===== src/rtl/cpu_pkg.sv =====
// Shared CPU definitions: opcode map, fixed instruction field layout, fetch-stage states.
package cpu_pkg;

  localparam logic [3:0] INST_ADD  = 4'h0;
  localparam logic [3:0] INST_SUB  = 4'h1;
  localparam logic [3:0] INST_AND  = 4'h2;
  localparam logic [3:0] INST_OR   = 4'h3;
  localparam logic [3:0] INST_XOR  = 4'h4;
  localparam logic [3:0] INST_SHL  = 4'h5;
  localparam logic [3:0] INST_SHR  = 4'h6;
  localparam logic [3:0] INST_NOT  = 4'h7;
  localparam logic [3:0] INST_HALT = 4'hE;
  localparam logic [3:0] INST_NOP  = 4'hF;

  localparam int unsigned OPC_HI = 15;
  localparam int unsigned OPC_LO = 12;
  localparam int unsigned RD_HI  = 11;
  localparam int unsigned RD_LO  = 8;
  localparam int unsigned RS1_HI = 7;
  localparam int unsigned RS1_LO = 4;
  localparam int unsigned RS2_HI = 3;
  localparam int unsigned RS2_LO = 0;

  // Reset IR holds a NOP so nothing downstream decodes a write.
  localparam logic [15:0] IR_RESET = 16'hF000;

  typedef enum logic [1:0] {
    FS_IDLE,
    FS_FETCH,
    FS_ISSUE,
    FS_HALTED
  } fetch_state_e;

  function automatic logic [3:0] instr_opcode(input logic [15:0] word);
    return word[OPC_HI:OPC_LO];
  endfunction

endpackage


===== src/rtl/instr_fetch_if.sv =====
// Instruction-memory request/response bus between the fetch stage and instruction memory.
interface instr_fetch_if #(
  parameter int unsigned ADDR_W  = 8,
  parameter int unsigned INSTR_W = 16
);
  logic               imem_req;
  logic [ADDR_W-1:0]  imem_addr;
  logic [INSTR_W-1:0] imem_rdata;
  logic               imem_valid;

  modport master (
    output imem_req,
    output imem_addr,
    input  imem_rdata,
    input  imem_valid
  );

  modport slave (
    input  imem_req,
    input  imem_addr,
    output imem_rdata,
    output imem_valid
  );
endinterface


===== src/rtl/instr_fetch.sv =====
// Fetch stage: PC, instruction register and IDLE/FETCH/ISSUE/HALTED sequencing
// with a valid/stall handoff to decode and a sticky stop on HALT.
module instr_fetch
  import cpu_pkg::*;
#(
  parameter int unsigned ADDR_W  = 8,
  parameter int unsigned INSTR_W = 16
) (
  input  logic              clk,
  input  logic              rst_n,
  input  logic              en,
  instr_fetch_if.master     imem,
  input  logic              stall,
  output logic [3:0]        opcode,
  output logic [3:0]        rd,
  output logic [3:0]        rs1,
  output logic [3:0]        rs2,
  output logic              instr_valid,
  output logic [ADDR_W-1:0] pc,
  output logic              halted
);

  fetch_state_e       state_q, state_d;
  logic [INSTR_W-1:0] ir_q, ir_d;
  logic [ADDR_W-1:0]  pc_q, pc_d;

  always_ff @(posedge clk or negedge rst_n) begin
    if (!rst_n) begin
      state_q <= FS_IDLE;
      ir_q    <= INSTR_W'(IR_RESET);
      pc_q    <= '0;
    end else begin
      state_q <= state_d;
      ir_q    <= ir_d;
      pc_q    <= pc_d;
    end
  end

  always_comb begin
    state_d = state_q;
    ir_d    = ir_q;
    pc_d    = pc_q;
    unique case (state_q)
      FS_IDLE: begin
        if (en) state_d = FS_FETCH;
      end
      FS_FETCH: begin
        // en is deliberately ignored here: a started fetch always completes.
        if (imem.imem_valid) begin
          ir_d = imem.imem_rdata;
          pc_d = pc_q + ADDR_W'(1);
          if (instr_opcode(imem.imem_rdata[15:0]) == INST_HALT) state_d = FS_HALTED;
          else                                                   state_d = FS_ISSUE;
        end
      end
      FS_ISSUE: begin
        if (!stall) state_d = en ? FS_FETCH : FS_IDLE;
      end
      FS_HALTED: begin
        state_d = FS_HALTED;
      end
      default: state_d = FS_IDLE;
    endcase
  end

  assign imem.imem_req  = (state_q == FS_FETCH);
  assign imem.imem_addr = pc_q;

  assign instr_valid = (state_q == FS_ISSUE);
  assign halted      = (state_q == FS_HALTED);
  assign pc          = pc_q;

  // Forcing NOP outside ISSUE keeps reg_write_en low between instructions.
  assign opcode = instr_valid ? ir_q[OPC_HI:OPC_LO] : INST_NOP;
  assign rd     = ir_q[RD_HI:RD_LO];
  assign rs1    = ir_q[RS1_HI:RS1_LO];
  assign rs2    = ir_q[RS2_HI:RS2_LO];

endmodule


===== src/flat_wrapper.sv =====
// flat-port wrapper written by rule: the top's interface ports become plain ports
module instr_fetch_flat import cpu_pkg::*;
#(
  parameter int unsigned ADDR_W  = 8,
  parameter int unsigned INSTR_W = 16
)
  (clk, rst_n, en, stall, opcode, rd, rs1, rs2, instr_valid, pc, halted, imem_imem_req, imem_imem_addr, imem_imem_rdata, imem_imem_valid);
  instr_fetch_if #(.ADDR_W(ADDR_W), .INSTR_W(INSTR_W)) imem_i ();
  input  logic clk;
  input  logic rst_n;
  input  logic en;
  input  logic stall;
  output logic [3:0] opcode;
  output logic [3:0] rd;
  output logic [3:0] rs1;
  output logic [3:0] rs2;
  output logic instr_valid;
  output logic [ADDR_W-1:0] pc;
  output logic halted;
  output wire logic [$bits(imem_i.imem_req)-1:0] imem_imem_req;
  output wire logic [$bits(imem_i.imem_addr)-1:0] imem_imem_addr;
  input wire logic [$bits(imem_i.imem_rdata)-1:0] imem_imem_rdata;
  input wire logic [$bits(imem_i.imem_valid)-1:0] imem_imem_valid;
  assign imem_imem_req = imem_i.imem_req;
  assign imem_imem_addr = imem_i.imem_addr;
  assign imem_i.imem_rdata = imem_imem_rdata;
  assign imem_i.imem_valid = imem_imem_valid;
  instr_fetch #(.ADDR_W(ADDR_W), .INSTR_W(INSTR_W)) u_core (.clk(clk), .rst_n(rst_n), .en(en), .imem(imem_i), .stall(stall), .opcode(opcode), .rd(rd), .rs1(rs1), .rs2(rs2), .instr_valid(instr_valid), .pc(pc), .halted(halted));
endmodule

===== config.mk =====
export PLATFORM = sky130hd
export DESIGN_NAME = instr_fetch_flat
export DESIGN_NICKNAME = d
export VERILOG_FILES = /design/src/rtl/cpu_pkg.sv /design/src/rtl/instr_fetch_if.sv /design/src/rtl/instr_fetch.sv /design/src/flat_wrapper.sv
export SDC_FILE = /design/constraint.sdc
export NUM_CORES = 1
export LEC_CHECK = 0
export ABC_AREA = 1
export CAP_MARGIN = 0
export CORE_ASPECT_RATIO = 1.2
export CORE_MARGIN = 8
export CORE_UTILIZATION = 44
export CTS_BUF_LIST = sky130_fd_sc_hd__clkbuf_8
export CTS_CLUSTER_DIAMETER = 200
export CTS_CLUSTER_SIZE = 14
export DETAILED_ROUTE_END_ITERATION = 10
export GPL_TIMING_DRIVEN = 0
export HOLD_SLACK_MARGIN = 0.03
export MAX_ROUTING_LAYER = met4
export PLACE_DENSITY = 0.82
export SETUP_SLACK_MARGIN = 0.2
export SLEW_MARGIN = 20
export SYNTH_ARGS = -nofsm -noshare
export SYNTH_HDL_FRONTEND = slang
export SYNTH_SLANG_ARGS = --single-unit

===== constraint.sdc =====
create_clock -name clk -period 1.3 [get_ports clk]
set_input_delay 0.325 -clock clk [delete_from_list [all_inputs] [get_ports clk]]
set_output_delay 0.325 -clock clk [all_outputs]
set_load 0.02 [all_outputs]

======== Word level (Yosys, flattened, before mapping) ========
Index checks and enable logic that the tools add are counted.
storage, ports and cells
  input port bits ......................... 21
  memories ................................ 0
  bits in read-only memories .............. 0
  bits in latches ......................... 0
  RAM bits ................................ 0
  register bits ........................... 26
cells by class
  add/sub/neg operators ................... 1
  shifts and indexed selects .............. 0
  $lt $le $gt $ge ......................... 0
  reduce and logical (&&, ||, !) cells .... 3
  bitwise logic cells ..................... 0
  equal/unequal tests ..................... 7
  div/mod/pow operators ................... 0
  multiply operators ...................... 0
  muxes and demuxes ....................... 7
operators with widths
  kind                   count
  $add A8 B1 Y8 const B  1
  $pmux W2 S4            1
  $mux W2                3
  $eq A2 B2 Y1 const B   2
  $eq A4 B4 Y1 const B   1
  $mux W4                1
  $ne A2 B2 Y1 const B   2
  $reduce_and A3 Y1      1
  $eq A2 B1 Y1 const B   1
  $logic_not A2 Y1       1
  $mux W1                2
  $ne A2 B1 Y1 const B   1
  $reduce_and A2 Y1      1

======== Depth between registers and ports, before layout ========
Gate-level depths: netlist of the first run.
  depth after elaboration ................. 4
  depth in mapped cells ................... 7

======== Worst setup path after synthesis of the first run ========
OpenSTA, ideal clock, no wires.
  path kind ............................... register to output
  start point ............................. reg u_core.state_q[1]
  end point ............................... out opcode[0]
  arrival time ............................ 1167 ps
  setup slack ............................. -192 ps
  stages on the path, launching flop included .. 4
  buffers on the path ..................... 0
  data required time ...................... 975 ps
  path through ............................ dfrtp_1 > inv_2 > nor2_1 > nand2_1
between the ends
  cells in the longest elaborated chain, start to end .. 2
RTL lines
  item                      RTL line            text
  start: declaration        instr_fetch.sv:23   fetch_state_e state_q, state_d;
  start signal: assignment  instr_fetch.sv:33   state_q <= state_d;
  $eq A2 B2 Y1              instr_fetch.sv:69   assign instr_valid = (state_q == FS_ISSUE);
  via instr_valid           flat_wrapper.sv:17  output logic instr_valid;
  $mux W4                   instr_fetch.sv:74   assign opcode = instr_valid ? ir_q[OPC_HI:OPC_LO] : INST_NOP;
  end: declaration          flat_wrapper.sv:13  output logic [3:0] opcode;
The timed path passes the listed nets, and every way through them passes these cells.

======== Worst setup path in the final report of the first run ========
  start point ............................. reg u_core.state_q[1]
  end point ............................... out opcode[0]
between the ends
  cells in the longest elaborated chain, start to end .. 2
RTL lines
  item          RTL line
  $eq A2 B2 Y1  instr_fetch.sv:69
  $mux W4       instr_fetch.sv:74
Every way passes these cells.

==> results.md, run 1 <==
- Fmax: between 600 and 700 MHz
- Final GP Congestion: 0.713
- Net Switching: roughly 2.3 mW
- Largest net degree at the start of global routing: 27
- Ys flop type: dfrtp_1
- Maximum level of the CTS H-tree: 1
- Hold crit path type: in -> async
- Max-slew violation count: 0
- First-pass GRT wire length: around 6300 um
- CP endpoint kind: primary output
- Synth cell types: 20
- Int Power: around 3.4 mW
- Crit path required time: about 0.98 ns
- Final setup skew: between 0.005 and 0.006 ns
- DR iter-0 viols: 48
- Clk Latency, worst-skew pair: 0.27 ns
- Core box area: approximately 0.003 mm^2
- Clock transition at path regs: approximately 0.090 ns
- Clock Sinks: 26
- Vias post-DR: 1312
- # port buffers: 54
- Clock Tree Root: clkbuf_8
- Sequential cell fraction of total power: a little over a quarter
- Worst setup SP type: register
- Starting Density: 44.7%
- Die area: a little over 0.005 mm^2
- Synth area leaders: dfrtp_1 41%, nand2_1 13%, buf_4 12%, dfstp_2 7.8%, nand3_1 7.1%
- RSZ-0062 raised after global routing: yes
- Min setup slack post-route: -0.187 ns
- Post-synthesis sequential area ratio: between 40% and 50%
- First-pass DRT Iterations: 4
- DP Area: just under 0.002 mm^2
- Slowest library cell on the worst path: dfrtp_2
- Post-Syn Area: approximately 0.0013 mm^2
- Comb pwr share: between 60 and 70%
- Clk pwr share: a little over 8%
- Share of cells above drive strength 1: between 50% and 60%
- Critical Path AT: between 1 and 1.5 ns
- Synth top area share: 41.0%
- Final Setup Violations: 11
- Worst Path Max Fanout: 5
- Failing checks: setup timing
- Final Hold Fails: 0
- Worst IR drop on VDD: 1.71 mV
- Final Net Count: 260
- Detailed-route vias per instance: ~4.8
- Synthesis-to-finish area growth: 78.6%
- Syn_nets: between 150 and 200
- Post-synth EDFFs: 0
- P_leak: between 1 and 1.5 nW
- Worst Tran Pin Value: 0.590 ns
- Seq cells post-synth: 26
- Post-route setup TNS: -1.23 ns
- P per Cell Area: 2360 mW/mm^2
- Synth warnings: 0
- I/O pin cnt: between 50 and 60
- Routed WL: about 4400 um
- Routed length per instance: about 16 um
- Period utilisation layout: 114%
- Initial antenna violation count: 0
- Crit Path Category: reg -> out
- Most frequent cell after synthesis: nand2_1
- Relative slew slack: 60.7%
- CTS Buf Count: 3
- Longest Clk Path Bufs: 2
- Vias in the first global route: 1381
- Die Ht: roughly 77 um
- # rows: 22
- Worst hold margin: 0.0462 ns
- CP max stage delay: between 0.4 and 0.5 ns
- Maxcap violations: 0
- DR DRC count: 0
- GRT overflow: 0
- Dominant cell type by area after synthesis: dfrtp_1
- Synthesized instance count: roughly 160
- Finished Cell Area: roughly 0.0024 mm^2
- GRT Util Overall: around 16%
- DIE WIDTH: between 60 and 70 um
- Synth top cells by count: 47 x nand2_1, 22 x dfrtp_1, 21 x buf_4
- Switch share: around 40%
- Status: finished, violations left
- TritonCTS clock tree: yes
- Syn Area/Cell: between 8 and 9 um^2
- Fraction of registers with async set/reset: 100%
- Final min period: between 1 and 1.5 ns
- Post-DRT Antenna Nets: 0
- Core Util, Final: between 70 and 80%
- Hold_buf cts: 0
- Antenna cells: 0
- Cell Chain, Critical Path: inv_2 > nor2_4 > nand2_2 > buf_6
- Dpl hpwl: approximately 2200 um
==> logic make-up (layout without fill, tap and decap cells) <==
kind of cell    Yosys count  in the layout  share of synthesized area, %
flops                    26             26                          48.8
compound gates            7              7                          2.80
simple gates             77             77                          26.2
buf+inv                  41            122                          18.6
xor+xnor                  4              4                          2.61
fa+ha+maj                 1              1                         0.932
==> path summary, 6_finish.rpt <==
| path | start | to | slack [ns] | depth (start not counted) |
|---|---|---|---|---|
| worst min register to register | u_core.ir_q[12] | u_core.ir_q[12] | 0.48 | 2 |
| max in group asynchronous | rst_n | u_core.imem.imem_addr[2] | 0.83 | 1 |
| worst max register to register | u_core.state_q[1] | u_core.imem.imem_addr[6] | -0.01 | 8 |
| worst min-delay path | rst_n | u_core.ir_q[2] | 0.05 | 1 |
| worst max-delay path | u_core.state_q[1] | opcode[0] | -0.19 | 4 |
| min in group clk | imem_imem_valid | u_core.ir_q[1] | 0.40 | 3 |
==> cells in the final DEF, fill, tap and decap left out <==
cell type,instances
inv_2,3
nand2_1,38
xnor2_1,2
clkbuf_2,1
buf_4,15
clkbuf_8,3
ha_4,1
dfrtp_1,16
nand3_4,1
dfrtp_2,6
buf_2,3
a21o_1,1
inv_1,14
clkdlybuf4s50_1,18
a21oi_2,2
a21oi_4,1
nor2_1,2
dfstp_2,4
nand4_1,1
a21oi_1,2
nor2_2,1
buf_6,65
nand3_1,15
nand2_2,9
nand3_2,4
nor2_4,6
o21ai_2,1
xor2_1,2
==> per-layer routing <==
layer | vias to the layer above | share of wire, % | global-route usage (%)
li1 | 622 | - | -
met1 | 640 | 39 | 17.7
met2 | 41 | 55 | 26.7
met3 | 9 | 3.9 | 1.76
met4 | 0 | 2.5 | 7.71
met5 | - | 0 | -
==> per-stage QoR <==
step	instances	setup slack [ns]	power, mW
finish	273	-0.187	5.65
global route	273	-0.227	5.90
CTS	269	-0.150	5.26
detailed placement	246	-0.501	4.06
global placement	246	-0.536	4.02
floorplan	156	0.103	3.03
==> state kept, by name (all words and copies together), names as in the netlist <==
name / flops
u_core.imem.imem_addr: 8
u_core.ir_q: 16
u_core.state_q: 2
==> layout make-up <==
type | instances | area [um^2]
timing repair buffer | 77 | 776
sequential | 26 | 663
fill | 182 | 603
multi-input combinational | 89 | 539
buffer | 25 | 269
inverter | 16 | 60.1
tap | 36 | 45.0
clock buffer | 3 | 41.3
clock inverter | 1 | 3.75
==> worst max-delay path, delay by kind of cell (launching register included) <==
| kind | cells | cell delay (ns) |
|---|---|---|
| buffers and inverters | 2 | 0.20 |
| flip-flops | 1 | 0.43 |
| AND/OR/NAND/NOR | 2 | 0.25 |
==> power groups by stage <==
stage	sequential, mW	clock, mW	combinational [mW]
finish	1.50	0.467	3.68
CTS	1.46	0.457	3.34
global route	1.53	0.503	3.87
floorplan	1.53	0	1.50
global placement	1.49	0	2.53
detailed placement	1.50	0	2.56
==> timing repair <==
action / 4_1_cts / 5_1_grt
pin swaps: 7 / 2
setup buffers: 17 / 4
gates cloned: 2 / 0
resized for setup: 249 / 12
setup endpoints to repair: 52 / 60
Power figures use the tool's default switching activity.
==> run 2: changes to the inputs <==
--- a/config.mk
+++ b/config.mk
@@ -9,15 +9,15 @@
 export CAP_MARGIN = 0
 export CORE_ASPECT_RATIO = 1.2
 export CORE_MARGIN = 8
-export CORE_UTILIZATION = 44
+export CORE_UTILIZATION = 40
 export CTS_BUF_LIST = sky130_fd_sc_hd__clkbuf_8
-export CTS_CLUSTER_DIAMETER = 200
+export CTS_CLUSTER_DIAMETER = 80
 export CTS_CLUSTER_SIZE = 14
 export DETAILED_ROUTE_END_ITERATION = 10
 export GPL_TIMING_DRIVEN = 0
 export HOLD_SLACK_MARGIN = 0.03
 export MAX_ROUTING_LAYER = met4
-export PLACE_DENSITY = 0.82
+export PLACE_DENSITY = 0.79
 export SETUP_SLACK_MARGIN = 0.2
 export SLEW_MARGIN = 20
 export SYNTH_ARGS = -nofsm -noshare
==> constraint.sdc (replaced) <==
create_clock -name clk -period 1.2 [get_ports clk]
set_input_delay 0.3 -clock clk [delete_from_list [all_inputs] [get_ports clk]]
set_output_delay 0.3 -clock clk [all_outputs]
set_load 0.02 [all_outputs]
==> run 2 against run 1 <==
The run still ends with setup timing left; count of clock-buffer cells in the layout unchanged; register-to-register slack got worse by 0.23 ns; first-iteration DRC count fell by 23%; global-route usage shrank 0.25 points; combinational power rose by 12%; clock skew is 0.0010 ns lower; critical path type unchanged; largest power group unchanged; highest routed layer unchanged.
==> results.md, run 2 (same netlist as run 1, synthesis figures left out) <==
- Core Util, Final: 76.4% (was 79.9%)
- Reg2reg setup slack: -0.24 ns (was -0.01 ns)
- Dpl hpwl: 2360 um (was 2230 um)
- DP Area: 0.00197 mm^2 (was 0.00196 mm^2)
- Post-route setup TNS: -5.75 ns (was -1.23 ns)
- Status: finished, violations left (unchanged)
- RSZ-0062 raised after global routing: yes (unchanged)
- P per Cell Area: 2590 mW/mm^2 (was 2360 mW/mm^2)
- TritonCTS clock tree: yes (unchanged)
- Longest Clk Path Bufs: 2 (unchanged)
- Clock transition at path regs: 0.09 ns (about the same)
- I/O pin cnt: 56 (unchanged)
- Starting Density: 40.9% (was 44.7%)
- GRT Util Overall: 15.6% (was 15.8%)
- Slowest library cell on the worst path: dfrtp_2 (unchanged)
- Commonest cells after routing, fill and taps aside: 62 x buf_6, 33 x nand2_1, 20 x buf_4, 18 x clkdlybuf4s50_1 (was 65 x buf_6, 38 x nand2_1, 18 x clkdlybuf4s50_1, 16 x dfrtp_1)
- Vias post-DR: 1308 (was 1312)
- Finished Cell Area: 0.00251 mm^2 (was 0.00240 mm^2)
- Clock Tree Root: clkbuf_8 (unchanged)
- Comb pwr share: 63.9% (was 65.2%)
- Antenna cells: 0 (unchanged)
- Fmax: just under 700 MHz
- # rows: 23 (was 22)
- Die Ht: 79.5 um (was 76.5 um)
- Layout fillers: 222 (was 182)
- Detailed-route vias per instance: 4.69 (was 4.81)
- GRT overflow: 0 (unchanged)
- Initial antenna violation count: 0 (unchanged)
- First-pass DRT Iterations: 4 (unchanged)
- Worst setup SP type: register (unchanged)
- Worst Tran Pin Value: 0.571 ns (was 0.590 ns)
- Sequential cell fraction of total power: 25.0% (was 26.5%)
- Largest register FFs: 16 (unchanged)
- Final Hold Fails: 0 (unchanged)
- DIE WIDTH: 68.9 um (was 66.4 um)
- Worst hold margin: 0.0145 ns (was 0.0462 ns)
- Clock Sinks: 26 (unchanged)
- DP Worst Slack: -0.578 ns (was -0.501 ns)
- Core box area: 0.00328 mm^2 (was 0.00300 mm^2)
- Cell Chain, Critical Path: inv_2 > nor2_4 > buf_2 (was inv_2 > nor2_4 > nand2_2 > buf_6)
- DR iter-0 viols: 37 (was 48)
- Die area: 0.00547 mm^2 (was 0.00508 mm^2)
- # port buffers: 54 (unchanged)
- CTS Buf Count: 3 (unchanged)
- Max-slew violation count: 0 (unchanged)
- DR DRC count: 0 (unchanged)
- Min setup slack post-route: -0.258 ns (was -0.187 ns)
- Net Switching: 2.47 mW (was 2.27 mW)
- CP delay by family, top: flip-flops (unchanged)
- Worst Path Max Fanout: 5 (unchanged)
- CP max stage delay: 0.43 ns (about the same)
- Critical Path AT: 1.16 ns (about the same)
- WP buf/inv: 2 (unchanged)
- P_leak: 1.26 nW (was 1.20 nW)
- Commonest non-fill, non-tap cell in the layout: buf_6 (unchanged)
- Synthesis-to-finish area growth: 86.8% (was 78.6%)
- Relative slew slack: 62.0% (was 60.7%)
- Total power: 6.48 mW (was 5.65 mW)
- Final Setup Violations: 50 (was 11)
- Crit Path Category: reg -> out (unchanged)
- Final min period: 1.46 ns
- Post-Layout Cell Count: 279 (was 273)
- Share of cells above drive strength 1: 57.0% (was 53.2%)
- Dpl cells: 247 (was 246)
- Crit path required time: 0.90 ns (was 0.98 ns)
- Reg with most FFs: u_core.ir_q (unchanged)
- Failing checks: setup timing (unchanged)
- Period utilisation layout: 122%
- Maxcap violations: 0 (unchanged)
- Largest net degree at the start of global routing: 27 (unchanged)
- Clk Latency, worst-skew pair: 0.27 ns (about the same)
- Switch share: 38.1% (was 40.2%)
- First-pass GRT wire length: 6400 um (was 6250 um)
- Clk pwr share: 11.1% (was 8.3%)
- Final setup skew: 0.00399 ns (was 0.00504 ns)
- Int Power: 4.02 mW (was 3.38 mW)
- Worst IR drop on VDD: 1.84 mV (was 1.71 mV)
- Hold crit path type: in -> async (unchanged)
- Final GP Congestion: 0.729 (was 0.713)
- Routed WL: 4270 um (was 4400 um)
- Maximum level of the CTS H-tree: 1 (unchanged)
- Routed length per instance: 15.3 um (was 16.1 um)
- CP endpoint kind: primary output (unchanged)
- Final Net Count: 265 (was 260)
- Post-DRT Antenna Nets: 0 (unchanged)
- Vias in the first global route: 1403 (was 1381)
[run 2: changes by cell type in the layout (fill, tap and decap cells not counted), moves of 2 or more]
cell	before	now
buf_4	15	20
nand2_1	38	33
nand2_2	9	13
buf_6	65	62
a21oi_2	2	4
buf_8	0	2
xnor2_1	2	0
xnor2_2	0	2
[run 2: final timing paths]
path | depth (start not counted) | endpoint | start
hold reg to reg | 2 | u_core.ir_q[12] | u_core.ir_q[12]
setup reg to reg | 9 | u_core.imem.imem_addr[6] | u_core.state_q[1]
setup / recovery | 3 | instr_valid | u_core.state_q[1]
min in group clk | 3 | u_core.ir_q[1] | imem_imem_valid
max in group asynchronous | 1 | u_core.imem.imem_addr[3] | rst_n
hold / removal | 1 | u_core.ir_q[11] | rst_n
[run 2: power by group through the flow]
stage	logic, mW	clock network [mW]	registers (mW)
after global placement	2.76	0	1.62
final	4.14	0.721	1.62
after CTS	3.73	0.726	1.60
after global routing	4.39	0.758	1.67
after detailed placement	2.80	0	1.63
after floorplan	1.63	0	1.65
[run 2: what timing repair did]
item / CTS / global route
setup buffers: 19 / 7
hold endpoints to repair: 11 / 0
gates cloned: 2 / 0
resized for setup: 250 / 18
endpoints found under the setup margin: 60 / 60
pin swaps: 10 / 5
[run 2: cell type report]
| cell class | instances | area, um^2 | area share (%) |
|---|---|---|---|
| buffer | 25 | 277 | 11.0 |
| clock buffer | 3 | 41.3 | 1.65 |
| clock inverter | 1 | 30.0 | 1.20 |
| timing repair buffer | 82 | 822 | 32.8 |
| multi-input combinational | 89 | 568 | 22.7 |
| inverter | 16 | 60.1 | 2.40 |
| sequential | 26 | 663 | 26.4 |
| tap | 37 | 46.3 | 1.85 |
[run 2: routing by layer]
| layer | part of all wire [%] | global-route usage, % |
|---|---|---|
| met5 | 0 | - |
| met4 | 1.1 | 4.83 |
| met3 | 6.0 | 3.23 |
| met2 | 55 | 27.7 |
| met1 | 38 | 16.5 |
==> run 3: changes to the inputs <==
--- a/config.mk
+++ b/config.mk
@@ -7,7 +7,6 @@
 export LEC_CHECK = 0
 export ABC_AREA = 1
 export CAP_MARGIN = 0
-export CORE_ASPECT_RATIO = 1.2
 export CORE_MARGIN = 8
 export CORE_UTILIZATION = 40
 export CTS_BUF_LIST = sky130_fd_sc_hd__clkbuf_8
==> run 3 against run 2 <==
The run still ends with setup timing left; sequential power is essentially flat; largest power group unchanged; critical endpoint is now opcode[3]; global-route usage shrank 2.2 points; via count grew 1.1%.
==> results.md, run 3 (same netlist as run 1, synthesis figures left out) <==
- Final Net Count: 271 (was 265)
- Core Util, Final: 75.9% (was 76.4%)
- R2R Path End: u_core.imem.imem_addr[7] (was u_core.imem.imem_addr[6])
- Post-DRT Antenna Nets: 0 (unchanged)
- Final setup skew: 0.00513 ns (was 0.00399 ns)
- Die area: 0.00547 mm^2 (about the same)
- RSZ-0062 raised after global routing: yes (unchanged)
- Reg with most FFs: u_core.ir_q (unchanged)
- Worst setup SP type: register (unchanged)
- Critical Path Sink: opcode[3] (was instr_valid)
- Commonest cells after routing, fill and taps aside: 67 x buf_6, 42 x nand2_1, 24 x buf_4, 18 x clkdlybuf4s50_1, 16 x nand3_1 (was 62 x buf_6, 33 x nand2_1, 20 x buf_4, 18 x clkdlybuf4s50_1)
- P per Cell Area: 2460 mW/mm^2 (was 2590 mW/mm^2)
- Share of cells above drive strength 1: 54.0% (was 57.0%)
- Core box area: 0.00328 mm^2 (about the same)
- Largest net degree at the start of global routing: 27 (unchanged)
- # rows: 21 (was 23)
- Worst IR drop on VDD: 1.25 mV (was 1.84 mV)
- Clock transition at path regs: 0.09 ns (about the same)
- Worst Path Max Fanout: 5 (unchanged)
- Final GP Congestion: 0.822 (was 0.729)
- CP max stage delay: 0.43 ns (about the same)
- # port buffers: 54 (unchanged)
- Largest register FFs: 16 (unchanged)
- Reg2reg setup slack: -0.17 ns (was -0.24 ns)
- Clock Tree Root: clkbuf_8 (unchanged)
- CTS Buf Count: 3 (unchanged)
- Clock Sinks: 26 (unchanged)
- Relative slew slack: 61.0% (was 62.0%)
- Max-slew violation count: 0 (unchanged)
- Total power: 6.14 mW (was 6.48 mW)
- Hold_buf cts: 0
- Vias post-DR: 1323 (was 1308)
- Detailed-route vias per instance: 4.50 (was 4.69)
- Dpl hpwl: 2310 um (was 2360 um)
- Clk Latency, worst-skew pair: 0.27 ns (about the same)
- Layout fillers: 210 (was 222)
- DIE WIDTH: 73.9 um (was 68.9 um)
- Longest Clk Path Bufs: 2 (unchanged)
- Routed WL: 3880 um (was 4270 um)
- Critical path depth: 4 (was 3)
- Hold crit path type: in -> async (unchanged)
- TritonCTS clock tree: yes (unchanged)
- Crit path required time: 0.90 ns (about the same)
- Vias in the first global route: 1279 (was 1403)
- Failing checks: setup timing (unchanged)
- WP buf/inv: 2 (unchanged)
- CP endpoint kind: primary output (unchanged)
- Worst Reg-to-Reg Cells: 8 (was 9)
- DP Worst Slack: -0.566 ns (was -0.578 ns)
- Final Hold Fails: 0 (unchanged)
- Min setup slack post-route: -0.247 ns (was -0.258 ns)
- Fmax: 691 MHz (was 686 MHz)
- Starting Density: 40.9% (about the same)
- Worst Tran Pin Value: 0.585 ns (was 0.571 ns)
- Maximum level of the CTS H-tree: 1 (unchanged)
- Antenna cells: 0 (unchanged)
- GRT Util Overall: 13.4% (was 15.6%)
- First-pass GRT wire length: 5620 um (was 6400 um)
- I/O pin cnt: 56 (unchanged)
- Cell Chain, Critical Path: inv_2 > nor2_4 > nand2_2 > buf_6 (was inv_2 > nor2_4 > buf_2)
- DR iter-0 viols: 62 (was 37)
- Period utilisation layout: 121% (was 122%)
- Routed length per instance: 13.2 um (was 15.3 um)
- GRT overflow: 0 (unchanged)
- CP delay by family, top: flip-flops (unchanged)
- Die Ht: 73.9 um (was 79.5 um)
- Worst setup startpoint: u_core.state_q[1] (unchanged)
- Slowest library cell on the worst path: dfrtp_2 (unchanged)
- Crit Path Category: reg -> out (unchanged)
- DR DRC count: 0 (unchanged)
- Initial antenna violation count: 0 (unchanged)
- Status: finished, violations left (unchanged)
- First-pass DRT Iterations: 4 (unchanged)
- Critical Path AT: 1.15 ns (was 1.16 ns)
- Commonest non-fill, non-tap cell in the layout: buf_6 (unchanged)
- RR Startpoint: u_core.state_q[1] (unchanged)
- Final Setup Violations: 45 (was 50)
- Final min period: 1.45 ns (was 1.46 ns)
- Synthesis-to-finish area growth: 85.6% (was 86.8%)
- Maxcap violations: 0 (unchanged)
- P_leak: 1.26 nW (about the same)
==> run 3: final cells by class <==
| class | instances | area (um^2) | share of cell area, % |
|---|---|---|---|
| Buffer | 25 | 269 | 10.8 |
| Inverter | 16 | 60.1 | 2.41 |
| Sequential cell | 26 | 664 | 26.7 |
| Clock buffer | 4 | 55.1 | 2.21 |
| Timing Repair Buffer | 88 | 866 | 34.7 |
| Multi-Input combinational cell | 89 | 520 | 20.9 |
| Tap cell | 46 | 57.6 | 2.31 |
==> run 3: what timing repair did <==
action | 4_1_cts | 5_1_grt
buffers inserted | 21 | 11
resized for setup | 242 | 15
pin swaps | 5 | 4
cloned | 2 | 0
endpoints found under the setup margin | 60 | 60
==> run 3: where the power goes <==
| group | leakage (nW) | total, mW | switching [mW] | internal [mW] |
|---|---|---|---|---|
| registers | 0.297 | 1.61 | 0.313 | 1.29 |
| logic | 0.932 | 3.96 | 1.74 | 2.22 |
| clock network | 0.0288 | 0.571 | 0.278 | 0.293 |
==> run 3: metal layers <==
metal	track usage, %	wire length [um]	part of all wire (%)	vias to the layer above
li1	-	-	-	645
met1	14.4	1600	41	641
met3	2.83	187	4.8	6
met4	3.55	41	1.1	0
met2	24.0	2040	53	31
met5	-	0	0	-
==> run 3: per-stage QoR <==
| stage | cell area (um^2) | hold WS (ns) | setup TNS (ns) | std cells |
|---|---|---|---|---|
| floorplan | 1390 | 0.00441 | 0 | 156 |
| finish | 2490 | 0.0205 | -3.88 | 294 |
| global route | 2490 | 0.0559 | -6.09 | 294 |
| CTS | 2350 | 0.0387 | -2.43 | 283 |
| global placement | 1980 | 0.454 | -20.52 | 256 |
| detailed placement | 1980 | 0.335 | -7.36 | 256 |
==> run 3: how the worst min path moves through the flow <==
stage | startpoint | endpoint | cells past startpoint
5_1_grt | rst_n | u_core.ir_q[2] | 1
4_1_cts | rst_n | u_core.imem.imem_addr[6] | 1
6_report | rst_n | u_core.imem.imem_addr[6] | 1
3_5_place_dp | rst_n | u_core.imem.imem_addr[6] | 1
3_3_place_gp | u_core.ir_q[10] | u_core.ir_q[10] | 2
2_1_floorplan | rst_n | u_core.imem.imem_addr[0] | 0
==> run 3: worst reg2reg max path, stage by stage, from the launching register on <==
cell,delay [ns]
dfrtp_2,0.46
inv_2,0.10
buf_4,0.13
nand3_4,0.13
nor2_4,0.19
nand2_1,0.08
nand2_1,0.09
nand2_1,0.07
inv_1,0.06
